## src/rtl/init_deal_ctrl.sv

```systemverilog
// Initial-deal controller: draws DEAL_COUNT random cards from the shared deck,
// announces each draw to the peer board, then hands the turn over.
module init_deal_ctrl #(
  parameter int PLAYER     = 0,
  parameter int DEAL_COUNT = 14
) (
  input  logic         i_clk,
  input  logic         i_rst,
  input  logic         i_interboard_rst,
  input  logic         i_start_game,
  input  logic         i_send_ready,
  input  logic         i_interboard_en,
  input  logic [3:0]   i_interboard_msg_type,
  input  logic [105:0] i_available_card,
  output logic         o_ctrl_en,
  output logic [3:0]   o_ctrl_msg_type,
  output logic [5:0]   o_ctrl_card,
  output logic [4:0]   o_ctrl_block_x,
  output logic         o_deal_busy,
  output logic         o_init_done,
  output logic         o_deal_err
);

  typedef enum logic [3:0] {
    S_IDLE, S_WAIT_PEER, S_SCAN, S_SEND, S_WAIT_BUSY,
    S_WAIT_RDY, S_PASS, S_WAIT_TURN, S_DONE, S_ERR
  } state_t;

  localparam logic [3:0] MSG_DRAW = 4'd5;
  localparam logic [3:0] MSG_TURN = 4'd6;
  localparam logic [4:0] DC       = 5'(DEAL_COUNT);
  localparam bit         P1       = (PLAYER != 0);

  state_t         r_state;
  logic [6:0]     r_lfsr;
  logic [6:0]     r_ptr;
  logic [6:0]     r_scan_cnt;
  logic [4:0]     r_cnt;
  logic [105:0]   r_claimed;
  logic [5:0]     r_card_pend;
  logic           r_ctrl_en;
  logic [3:0]     r_msg;
  logic [5:0]     r_card;
  logic [4:0]     r_bx;
  logic           r_busy;
  logic           r_done;
  logic           r_err;

  logic [6:0]     w_ptr_init;
  logic [6:0]     w_ptr_next;
  logic           w_elig;
  logic [5:0]     w_card;
  logic [4:0]     w_cnt_inc;
  logic           w_peer_turn;

  // Free-running; only the board reset reseeds it so the peer abort keeps randomness.
  always_ff @(posedge i_clk or posedge i_rst) begin
    if (i_rst) r_lfsr <= 7'h5A;
    else       r_lfsr <= {r_lfsr[5:0], r_lfsr[6] ^ r_lfsr[5]};
  end

  assign w_ptr_init  = (r_lfsr >= 7'd106) ? r_lfsr - 7'd106 : r_lfsr;
  assign w_ptr_next  = (r_ptr == 7'd105) ? 7'd0 : r_ptr + 7'd1;
  assign w_elig      = i_available_card[r_ptr] & ~r_claimed[r_ptr];
  assign w_card      = 6'((r_ptr >= 7'd54) ? r_ptr - 7'd54 : r_ptr);
  assign w_cnt_inc   = (r_cnt == DC) ? r_cnt : r_cnt + 5'd1;
  assign w_peer_turn = i_interboard_en && (i_interboard_msg_type == MSG_TURN);

  always_ff @(posedge i_clk or posedge i_rst) begin
    if (i_rst) begin
      r_state     <= S_IDLE;
      r_ptr       <= '0;
      r_scan_cnt  <= '0;
      r_cnt       <= '0;
      r_claimed   <= '0;
      r_card_pend <= '0;
      r_ctrl_en   <= 1'b0;
      r_msg       <= '0;
      r_card      <= '0;
      r_bx        <= '0;
      r_busy      <= 1'b0;
      r_done      <= 1'b0;
      r_err       <= 1'b0;
    end else if (i_interboard_rst) begin
      r_state     <= S_IDLE;
      r_ptr       <= '0;
      r_scan_cnt  <= '0;
      r_cnt       <= '0;
      r_claimed   <= '0;
      r_card_pend <= '0;
      r_ctrl_en   <= 1'b0;
      r_msg       <= '0;
      r_card      <= '0;
      r_bx        <= '0;
      r_busy      <= 1'b0;
      r_done      <= 1'b0;
      r_err       <= 1'b0;
    end else begin
      r_ctrl_en <= 1'b0;
      case (r_state)
        S_IDLE: if (i_start_game) begin
          r_claimed <= '0;
          r_busy    <= 1'b1;
          if (P1) begin
            r_state <= S_WAIT_PEER;
          end else begin
            r_state    <= S_SCAN;
            r_ptr      <= w_ptr_init;
            r_scan_cnt <= '0;
          end
        end
        S_WAIT_PEER: if (w_peer_turn) begin
          r_state    <= S_SCAN;
          r_ptr      <= w_ptr_init;
          r_scan_cnt <= '0;
        end
        S_SCAN: begin
          r_ptr <= w_ptr_next;
          if (w_elig) begin
            r_claimed[r_ptr] <= 1'b1;
            r_card_pend      <= w_card;
            // Ready already up: strobe straight from the scan for 1-cycle latency.
            if (i_send_ready) begin
              r_ctrl_en <= 1'b1;
              r_msg     <= MSG_DRAW;
              r_card    <= w_card;
              r_bx      <= r_cnt;
              r_state   <= S_WAIT_BUSY;
            end else begin
              r_state <= S_SEND;
            end
          end else if (r_scan_cnt == 7'd105) begin
            r_state <= S_ERR;
            r_err   <= 1'b1;
            r_busy  <= 1'b0;
          end else begin
            r_scan_cnt <= r_scan_cnt + 7'd1;
          end
        end
        S_SEND: if (i_send_ready) begin
          r_ctrl_en <= 1'b1;
          r_msg     <= MSG_DRAW;
          r_card    <= r_card_pend;
          r_bx      <= r_cnt;
          r_state   <= S_WAIT_BUSY;
        end
        S_WAIT_BUSY: if (!i_send_ready) r_state <= S_WAIT_RDY;
        S_WAIT_RDY: if (i_send_ready) begin
          r_cnt <= w_cnt_inc;
          // Count already saturated means this handshake was the turn pass.
          if (r_cnt == DC) begin
            if (P1) begin
              r_state <= S_DONE;
              r_done  <= 1'b1;
              r_busy  <= 1'b0;
            end else begin
              r_state <= S_WAIT_TURN;
            end
          end else if (w_cnt_inc < DC) begin
            r_state    <= S_SCAN;
            r_ptr      <= w_ptr_init;
            r_scan_cnt <= '0;
          end else begin
            r_state <= S_PASS;
          end
        end
        S_PASS: if (i_send_ready) begin
          r_ctrl_en <= 1'b1;
          r_msg     <= MSG_TURN;
          r_state   <= S_WAIT_BUSY;
        end
        S_WAIT_TURN: if (w_peer_turn) begin
          r_state <= S_DONE;
          r_done  <= 1'b1;
          r_busy  <= 1'b0;
        end
        default: ;
      endcase
    end
  end

  assign o_ctrl_en       = r_ctrl_en;
  assign o_ctrl_msg_type = r_msg;
  assign o_ctrl_card     = r_card;
  assign o_ctrl_block_x  = r_bx;
  assign o_deal_busy     = r_busy;
  assign o_init_done     = r_done;
  assign o_deal_err      = r_err;

endmodule

```

## config.mk

```make
export PLATFORM = sky130hd
export DESIGN_NAME = init_deal_ctrl
export DESIGN_NICKNAME = d
export VERILOG_FILES = /design/src/rtl/init_deal_ctrl.sv
export SDC_FILE = /design/constraint.sdc
export NUM_CORES = 1
export LEC_CHECK = 0
export CORE_ASPECT_RATIO = 0.9
export CORE_UTILIZATION = 55
export DETAILED_ROUTE_END_ITERATION = 10
export GPL_TIMING_DRIVEN = 0
export PLACE_DENSITY = 0.79
export RECOVER_POWER = 50
export SLEW_MARGIN = 10
export SYNTH_ARGS = -nofsm -noshare
export SYNTH_HDL_FRONTEND = slang
export SYNTH_SLANG_ARGS = --single-unit
```

## constraint.sdc

```tcl
create_clock -name i_clk -period 7.8 [get_ports i_clk]
set_clock_uncertainty 0.05 [all_clocks]
set_input_delay 1.56 -clock i_clk [delete_from_list [all_inputs] [get_ports i_clk]]
set_output_delay 1.56 -clock i_clk [all_outputs]
set_load 0.005 [all_outputs]
```

==> Yosys cells after proc, flatten, opt, wreduce, memory -nomap -nowiden <==
Index checks and enable logic that the tools add are counted.
{ "totals": {"regBits": 161, "in_bits": 116, "out_inout_bits": 19, "wordCells": 165} }
{ "op_classes": {"addsub": 5, "magnitude_cmp": 5, "n_eq_ne": 28, "n_mux": 80, "n_bitwise": 4, "n_reduce_logical": 29} }
{ "op_table": {"columns": ["op", "n"], "rows": [
  ["106-bit 2-to-1 mux", 3],
  ["106-bit one-hot mux with 2 select lines", 1],
  ["7-bit 2-to-1 mux", 16],
  ["106-bit OR", 1],
  ["7-bit one-hot mux with 4 select lines", 2],
  ["4-bit 2-to-1 mux", 13],
  ["6-bit 2-to-1 mux", 8],
  ["3-bit inequality test (second input constant)", 14],
  ["5-bit 2-to-1 mux", 7],
  ["4-bit one-hot mux with 7 select lines", 1],
  ["4-bit by 3-bit == test with 1-bit output (second input constant)", 5],
  ["1-bit 2-to-1 mux", 18],
  ["8-bit AND reduction", 2],
  ["7-bit by 1-bit adder with 7-bit output (second input constant)", 2],
  ["1-bit binary-select mux with 7-bit select", 2],
  ["7-bit == test (second input constant)", 2],
  ["2-bit nonzero test", 7],
  ["4-bit one-hot mux with 3 select lines", 1],
  ["6-bit one-hot mux with 2 select lines", 1],
  ["5-bit one-hot mux with 2 select lines", 1],
  ["3-bit 2-to-1 mux", 3],
  ["3-bit AND reduction", 3],
  ["4-bit by 2-bit == test with 1-bit output (second input constant)", 2],
  ["7-bit by 8-bit < comparator with 1-bit output (second input constant)", 1],
  ["other kinds (29)", 35]
]} }

==> Depth between registers and ports, before layout <==
Gate-level depths: netlist of run 1.
{ "logic_depth": {"depth_word": 8, "depth_mapped": 14, "depth_no_buf": 10} }

==> Worst setup path after synthesis of run 1 <==
No wires, ideal clock.
{ "synth_timing": {"path_type": "input -> register", "from": "input i_available_card[87]", "to": "register r_scan_cnt[3]", "setup_time_ns": 0.076, "arrival_time_ns": 3.722, "required_ns": 7.674, "setup_slack_ns": 3.952, "stages": 9, "path_buffers": 1, "cell_sequence": "mux4_2 -> a22o_1 -> a211o_1 -> a22o_1 -> o211ai_4 -> buf_6 -> nand4_1 -> or3_1 -> o21ai_1"} }
{ "synth_via": {"elab_chain_cells": 5} }
{ "synth_lines": {"columns": ["item", "line", "rtl"], "rows": [
  ["from (decl)", "14", "input logic [105:0] i_available_card,"],
  ["1-bit binary-select mux with 7-bit select", "64", "assign w_elig = i_available_card[r_ptr] & ~r_claimed[r_ptr];"],
  ["1-bit 2-to-1 mux (implied by the code)", "64", null],
  ["1-bit AND", "64", null],
  ["3-bit inequality test (no line)", null, null],
  ["8-bit AND reduction (no line)", null, null],
  ["to (signal assigned)", "137", "r_scan_cnt <= r_scan_cnt + 7'd1;"],
  ["to (decl)", "37", "logic [6:0] r_scan_cnt;"]
]} }
No other way between the ends. The select of a mux whose other input is x is not followed.
A chain may end at the register's enable or synchronous reset.

==> results of run 1 <==
-- power groups by stage --
| stage | Combinational (mW) | Sequential [mW] | Clock, mW |
|---|---|---|---|
| CTS | 1.31 | 0.913 | 0.904 |
| global placement | 1.29 | 0.926 | 0 |
| global route | 1.41 | 0.918 | 0.941 |
| finish | 1.33 | 0.915 | 0.902 |
| detailed placement | 1.30 | 0.927 | 0 |
| floorplan | 0.889 | 0.912 | 0 |
-- metrics by stage --
step | hold slack [ns] | instances | worst slack, ns | setup TNS [ns]
CTS | 0.353 | 1249 | 3.52 | 0
finish | 0.386 | 1249 | 3.11 | 0
global route | 0.394 | 1249 | 2.41 | 0
floorplan | 0.319 | 883 | 1.88 | 0
global placement | 0.341 | 1218 | -0.275 | -41.46
detailed placement | 0.343 | 1219 | 3.10 | 0
-- cell families (layout without fill, tap and decap cells) --
family,Yosys count,after routing
and+or+nand+nor,292,292
AOI/OAI and AO/OA,234,234
other,1,1
muxes,89,89
buffers and inverters,81,245
adders and majority gates,13,13
DFF,160,160
xor gates and xnor gates,13,13
-- how the worst max path moves through the flow --
stage / end / slack [ns] / cells past startpoint
detailed placement: r_claimed[26] / 3.10 / 10
global placement: r_claimed[20] / -0.28 / 2
CTS: r_claimed[74] / 3.52 / 10
floorplan: o_ctrl_block_x[0] / 1.88 / 1
finish: r_card_pend[0] / 3.11 / 2
global route: r_ptr[4] / 2.41 / 2
-- sequential cells by signal, summed over array words and instances (netlist names) --
register and cells:
r_lfsr 7, o_ctrl_block_x 5, r_claimed 106, r_cnt 5
r_scan_cnt 7, r_card_pend 6, o_ctrl_en 1, o_ctrl_card 6
o_deal_err 1, r_state 4, r_ptr 7, o_ctrl_msg_type 3
o_deal_busy 1, o_init_done 1
-- synth_stat cells (4+ instances only) --
| cell type | instances | share of area |
|---|---|---|
| a22o_1 | 18 | 0.018 |
| inv_1 | 17 | 0.0071 |
| buf_1 | 4 | 0.0017 |
| xor2_1 | 4 | 0.0039 |
| mux2_2 | 12 | 0.015 |
| a22oi_1 | 7 | 0.0058 |
| o31ai_1 | 9 | 0.0075 |
| mux2_4 | 5 | 0.0083 |
| clkbuf_2 | 4 | 0.0022 |
| o21ai_1 | 15 | 0.0083 |
| dfrtp_1 | 156 | 0.43 |
| o2bb2ai_1 | 4 | 0.0039 |
| mux2i_1 | 32 | 0.036 |
| nand2b_1 | 9 | 0.0063 |
| nand3_1 | 15 | 0.0083 |
| o221ai_1 | 5 | 0.0049 |
| nor2_1 | 51 | 0.021 |
| nor2b_1 | 5 | 0.0035 |
| a221oi_1 | 7 | 0.0068 |
| a21oi_1 | 23 | 0.013 |
| nand4_1 | 4 | 0.0028 |
| a211o_1 | 5 | 0.0049 |
| mux4_2 | 37 | 0.093 |
| ha_1 | 13 | 0.018 |
| a31oi_1 | 12 | 0.0083 |
| or2_2 | 4 | 0.0028 |
| nor3_1 | 16 | 0.0089 |
| clkbuf_1 | 32 | 0.013 |
| o21ai_0 | 98 | 0.055 |
| dfstp_2 | 4 | 0.012 |
| or3_1 | 6 | 0.0042 |
| o22ai_1 | 7 | 0.0049 |
| xnor2_1 | 9 | 0.0088 |
| buf_6 | 9 | 0.011 |
| nand2_1 | 157 | 0.066 |
| buf_2 | 8 | 0.0045 |
-- routing by layer --
metal  track usage  vias to the layer above
met4         0.135                        0
met1         0.467                     3998
li1              -                     3529
met3        0.0779                       51
met5             0                        -
met2         0.514                      442
-- layout by cell type, fill, tap and decap left out, types with 7 or more instances in the layout --
master and instances:
a21oi_1 23, a221oi_1 7, a22o_1 18, a22oi_1 7, a31oi_1 12, buf_2 8, buf_6 9, clkbuf_1 35
clkbuf_16 17, clkdlybuf4s50_1 130, dfrtp_1 156, ha_1 13, inv_1 16, mux2_2 12, mux2i_1 32, mux4_2 37
nand2_1 157, nand2b_1 9, nand3_1 15, nor2_1 51, nor3_1 15, o21ai_0 98, o21ai_1 15, o22ai_1 7
o31ai_1 9, xnor2_1 9
-- layout make-up --
class | count | area [um^2]
Clock buffer | 25 | 505
Clock inverter | 5 | 125
Multi-Input combinational cell | 642 | 4560
Tap cell | 202 | 253
Fill cell | 1203 | 4470
Buffer | 62 | 354
Timing Repair Buffer | 134 | 1360
Inverter | 19 | 72.6
Sequential cell | 160 | 4010
==> run_results.csv, run 1 <==
group,metric,value,unit
drt,drc,0,
drt,dr.pass1.iters,5,
timing,worstMarginPinSlew,4.11,ns
clock_network,ctsHoldBuffers,0,
placement,post_dp_cell_area,10600,um^2
timing,rsz0062_at_grt,"false",
power,p_int,1.96,mW
worst_setup_path,crit_start,"i_rst",
min_path,hold_depth,0,
worst_setup_path,end_kind,"asynchronous set/reset pin",
yosys,synth_simple_gate_area_share,0.146,
global_routing,overflow,0,
power,finalPower,3.15,mW
worst_setup_path,worstSetupStartpointType,"input pin",
worst_setup_path,reg2reg_depth,12,
clock_network,cts_sinks,160,
layout,drive_gt1_frac,0.127,
worst_setup_path,reg2reg_from,"r_ptr[1]",
drt,routed-wl-met3,2.90,mm
yosys,syn_area,8990,um^2
drt,vias,8020,
timing,slew_headroom,-1.75,
placement,gp_congestion,0.913,
power,clkPwrFrac,0.286,
yosys,async_reset_ff_frac,1.00,
clock_network,clockRootBuffer,"clkbuf_16",
yosys,synth_cells,883,
clock_network,cts_buffers,17,
floorplan,coreArea,15700,um^2
power,p_per_area,280,nW/um^2
timing,fmax,0.213,GHz
clock_network,cts_setup_buffers,0,
worst_setup_path,cp.arrival,4.46,ns
min_path,holdPathEnd,"r_lfsr[1]",
worst_setup_path,path_delay_family,"buffers and inverters",
layout,final_nets,1165,
floorplan,initial_utilization,0.572,
yosys,synth-seq-cells,160,
placement,hpwl,19.5,mm
floorplan,dieWidth,137,um
global_routing,grt_pass1_vias,7852,
power,p_switching,1.19,mW
power,swShare,0.379,
worst_setup_path,worstSetupPathType,"input pin to asynchronous set/reset pin",
timing,setup_viol,0,
drt,antenna_left,0,
timing,hold_viol,0,
worst_setup_path,slowest_delay,2.31,ns
clock_network,cts_tree,"built",
status,violations,"max-capacitance violations, max-slew violations",
power,ir_drop,0.000260,V
timing,period_needed,4.69,ns
yosys,synth-xor-area-share,0.0127,
power,p_comb_frac,0.424,
global_routing,grt_pass1_wl,42.2,mm
worst_setup_path,regToRegEndpoint,"r_claimed[26]",
power,seqPwrFrac,0.290,
floorplan,dieArea,16900,um^2
drt,avgViaCountPerCell,6.42,
worst_setup_path,worstPathRequired,7.57,ns
worst_setup_path,critPathSlowestCell,"clkinvlp_2",
floorplan,die_h,123,um
min_path,hp-start,"r_lfsr[0]",
job,max-cap-violations,1,
worst_setup_path,cp_cell_sequence,"dlygate4sd3_1 -> clkinvlp_2",
global_routing,grt_max_degree,92,
clock_network,cts_max_level,4,
drt,wl_per_cell,21.8,um
min_path,hp-class,"register to register",
drt,met2_length,12.2,mm
clock_network,clkTransAtPathRegs,0.06,ns
drt,drt_iter0_drc,911,
clock_network,ctsResizeCount,0,
yosys,ys_types,76,
clock_network,clk_path_buf_depth,2,
layout,area_growth_syn_to_layout,25.0,%
worst_setup_path,crit_path_max_fanout,91,
yosys,synth-compound-area-share,0.169,
yosys,synth_top_family_by_area,"compound AO/OA/AOI/OAI gates",
timing,drv_slew,91,
worst_setup_path,path_buf_inv,2,
layout,fin_util,0.716,
yosys,yosysSeqAreaShare,0.446,
worst_setup_path,regToRegSetupSlack,3.80,ns
placement,port-buffer-count,133,
global_routing,grt_antenna_before_repair,0,
power,p_leak,4.60,nW
drt,wl,27.2,mm
floorplan,rows,43,
timing,period_share,0.602,
layout,antennaDiodeCount,0,
yosys,synthMuxAreaShare,0.160,
layout,stdcell_area,11200,um^2
yosys,ys_warn_count,0,
clock_network,clk_latency,0.43,ns
floorplan,top_level_ports,135,
yosys,syn_nets,1012,
drt,dr.max_layer_used,"met4",
yosys,syn_avg_cell_area,10.2,um^2
global_routing,grt_usage,0.337,
yosys,synthAdderAreaFrac,0.0181,
yosys,synth_edf_count,0,
status,run_status,"complete, but fails checks",
yosys,synth_flop_cell,"dfrtp_1",
drt,met1_length,11.4,mm
Power figures use the tool's default switching activity.
==> inputs of run 2 (changes only) <==
==> constraint.sdc (replaced) <==
create_clock -name i_clk -period 4.4 [get_ports i_clk]
set_clock_uncertainty 0.05 [all_clocks]
set_input_delay 0.88 -clock i_clk [delete_from_list [all_inputs] [get_ports i_clk]]
set_output_delay 0.88 -clock i_clk [all_outputs]
set_load 0.005 [all_outputs]
==> run_results.csv, run 2 (synthesis results as in run 1) <==
group,metric,value,unit
worst_setup_path,slowest_delay,0.59,ns
power,ir_drop,0.000287,V
worst_setup_path,cp_cell_sequence,"buf_2 -> buf_2 -> buf_2 -> mux4_2 -> mux2i_1 -> o22ai_1 -> a22oi_1 -> o211ai_4 -> nand2_2 -> nand2_1 -> clkbuf_2 -> o21ai_0",
drt,antenna_left,0,
job,max-cap-violations,1,
timing,period_share,0.919,
global_routing,grt_pass1_vias,7802,
layout,multi_input_area,4560,um^2
timing,rsz0062_at_grt,"false",
clock_network,ctsHoldBuffers,0,
drt,wl,27.0,mm
global_routing,grt_antenna_before_repair,0,
layout,top_register,"r_claimed",
worst_setup_path,reg2reg_from,"r_ptr[1]",
clock_network,cts_tree,"built",
placement,port-buffer-count,133,
timing,tns,0,ns
drt,avgViaCountPerCell,6.39,
drt,drc,0,
layout,final_nets,1169,
clock_network,clockRootBuffer,"clkbuf_16",
clock_network,clk_path_buf_depth,2,
status,violations,"max-capacitance violations, max-slew violations",
drt,vias,8019,
worst_setup_path,worstSetupStartpointType,"register",
timing,slew_headroom,-0.257,
power,p_int,3.26,mW
global_routing,overflow,0,
worst_setup_path,worstPathRequired,4.68,ns
floorplan,coreArea,15700,um^2
layout,fillCellCount,1159,
timing,fmax,0.247,GHz
power,seqPwrFrac,0.300,
layout,drive_gt1_frac,0.131,
timing,drv_slew,35,
clock_network,cts_setup_buffers,0,
layout,layout_common_cells,"nand2_1, dfrtp_1, clkdlybuf4s50_1",
power,p_comb_frac,0.438,
layout,largest_register_ffs,106,
power,p_switching,2.14,mW
worst_setup_path,regToRegSetupSlack,0.36,ns
floorplan,die_h,123,um
power,p_leak,4.63,nW
drt,wl_per_cell,21.5,um
worst_setup_path,crit_start,"r_ptr[1]",
drt,drt_iter0_drc,844,
placement,hpwl,19.7,mm
status,run_status,"complete, but fails checks",
timing,worstMarginPinSlew,1.89,ns
layout,register_area,4010,um^2
worst_setup_path,cp.arrival,4.33,ns
worst_setup_path,cp-endpoint,"r_claimed[34]",
floorplan,initial_utilization,0.572,
layout,area_growth_syn_to_layout,24.9,%
worst_setup_path,crit_path_max_fanout,10,
drt,dr.pass1.iters,5,
power,swShare,0.396,
power,finalPower,5.40,mW
floorplan,dieArea,16900,um^2
clock_network,clkTransAtPathRegs,0.06,ns
timing,setup_viol,0,
layout,final_common_cell,"nand2_1",
floorplan,rows,43,
worst_setup_path,critPathSlowestCell,"dfrtp_1",
worst_setup_path,reg2reg_depth,12,
worst_setup_path,regToRegEndpoint,"r_claimed[34]",
global_routing,grt_max_degree,36,
clock_network,cts_max_level,4,
power,clkPwrFrac,0.262,
global_routing,grt_usage,0.336,
global_routing,grt_pass1_wl,42.1,mm
clock_network,cts_buffers,17,
worst_setup_path,end_kind,"register",
timing,period_needed,4.04,ns
placement,gp_congestion,0.932,
clock_network,cts_sinks,160,
worst_setup_path,path_common_cell,"buf_2",
layout,antennaDiodeCount,0,
power,p_per_area,481,nW/um^2
timing,hold_viol,0,
floorplan,dieWidth,137,um
worst_setup_path,worstSetupPathType,"register to register",
min_path,hp-class,"register to register",
floorplan,top_level_ports,135,
clock_network,clk_latency,0.43,ns
clock_network,ctsResizeCount,0,
==> run 2: critical path: cells and delay by family (launching register included) <==
family / cells / cell delay (ns)
buf+inv: 4 / 1.36
simple gates: 2 / 0.41
compound gates: 4 / 0.89
mux: 2 / 0.64
flops: 1 / 0.59
==> run 2: how the worst min path moves through the flow <==
stage,start,endpoint,slack [ns],cells past startpoint
3_3_place_gp,r_lfsr[3],r_lfsr[4],0.34,0
6_report,r_lfsr[0],r_lfsr[1],0.39,0
4_1_cts,r_lfsr[3],r_lfsr[4],0.35,0
5_1_grt,r_lfsr[0],r_lfsr[1],0.39,0
3_5_place_dp,r_lfsr[3],r_lfsr[4],0.34,0
2_1_floorplan,r_lfsr[0],r_lfsr[1],0.32,0
==> run 2: power by group through the flow <==
| stage | registers [mW] | logic, mW | clock network [mW] |
|---|---|---|---|
| after detailed placement | 1.64 | 2.32 | 0 |
| after global routing | 1.62 | 2.51 | 1.48 |
| final | 1.62 | 2.36 | 1.42 |
| after CTS | 1.62 | 2.34 | 1.43 |
| after floorplan | 1.62 | 1.58 | 0 |
| after global placement | 1.64 | 2.29 | 0 |
==> run 2: routing by layer <==
metal  share of wire  up-vias  GRT usage
li1                -     3547          -
met1            0.41     3934      0.455
met2            0.46      467      0.526
met3            0.11       71     0.0808
met4           0.027        0      0.130
met5               0        -          0
==> run 2: metrics by stage <==
stage                      util  worst slack [ns]  area [um^2]  hold slack, ns  std cells
after floorplan               -              1.23         9000           0.319        883
after global placement    0.673             0.116        10600           0.340       1218
after detailed placement  0.681             0.342        10700           0.340       1223
after CTS                 0.717             0.453        11300           0.355       1255
after global routing      0.715             0.192        11200           0.386       1255
final                     0.715             0.358        11200           0.389       1255
==> run 2: layout make-up <==
class / count / share of cell area
multi-input cells: 642 / 0.406
clock buffers: 20 / 0.0407
well taps: 202 / 0.0225
plain buffers: 62 / 0.0315
repair buffers: 138 / 0.126
flip-flops and latches: 160 / 0.357
inverters: 19 / 0.00646
clock inverters: 12 / 0.00981
==> inputs of run 3 (changes only) <==
--- a/config.mk
+++ b/config.mk
@@ -7,6 +7,7 @@
 export LEC_CHECK = 0
 export CORE_ASPECT_RATIO = 0.9
 export CORE_UTILIZATION = 55
+export CTS_CLUSTER_DIAMETER = 50
 export DETAILED_ROUTE_END_ITERATION = 10
 export GPL_TIMING_DRIVEN = 0
 export PLACE_DENSITY = 0.79
==> results of run 3 <==
Final layout, timing and power as in run 2 (identical DEF).
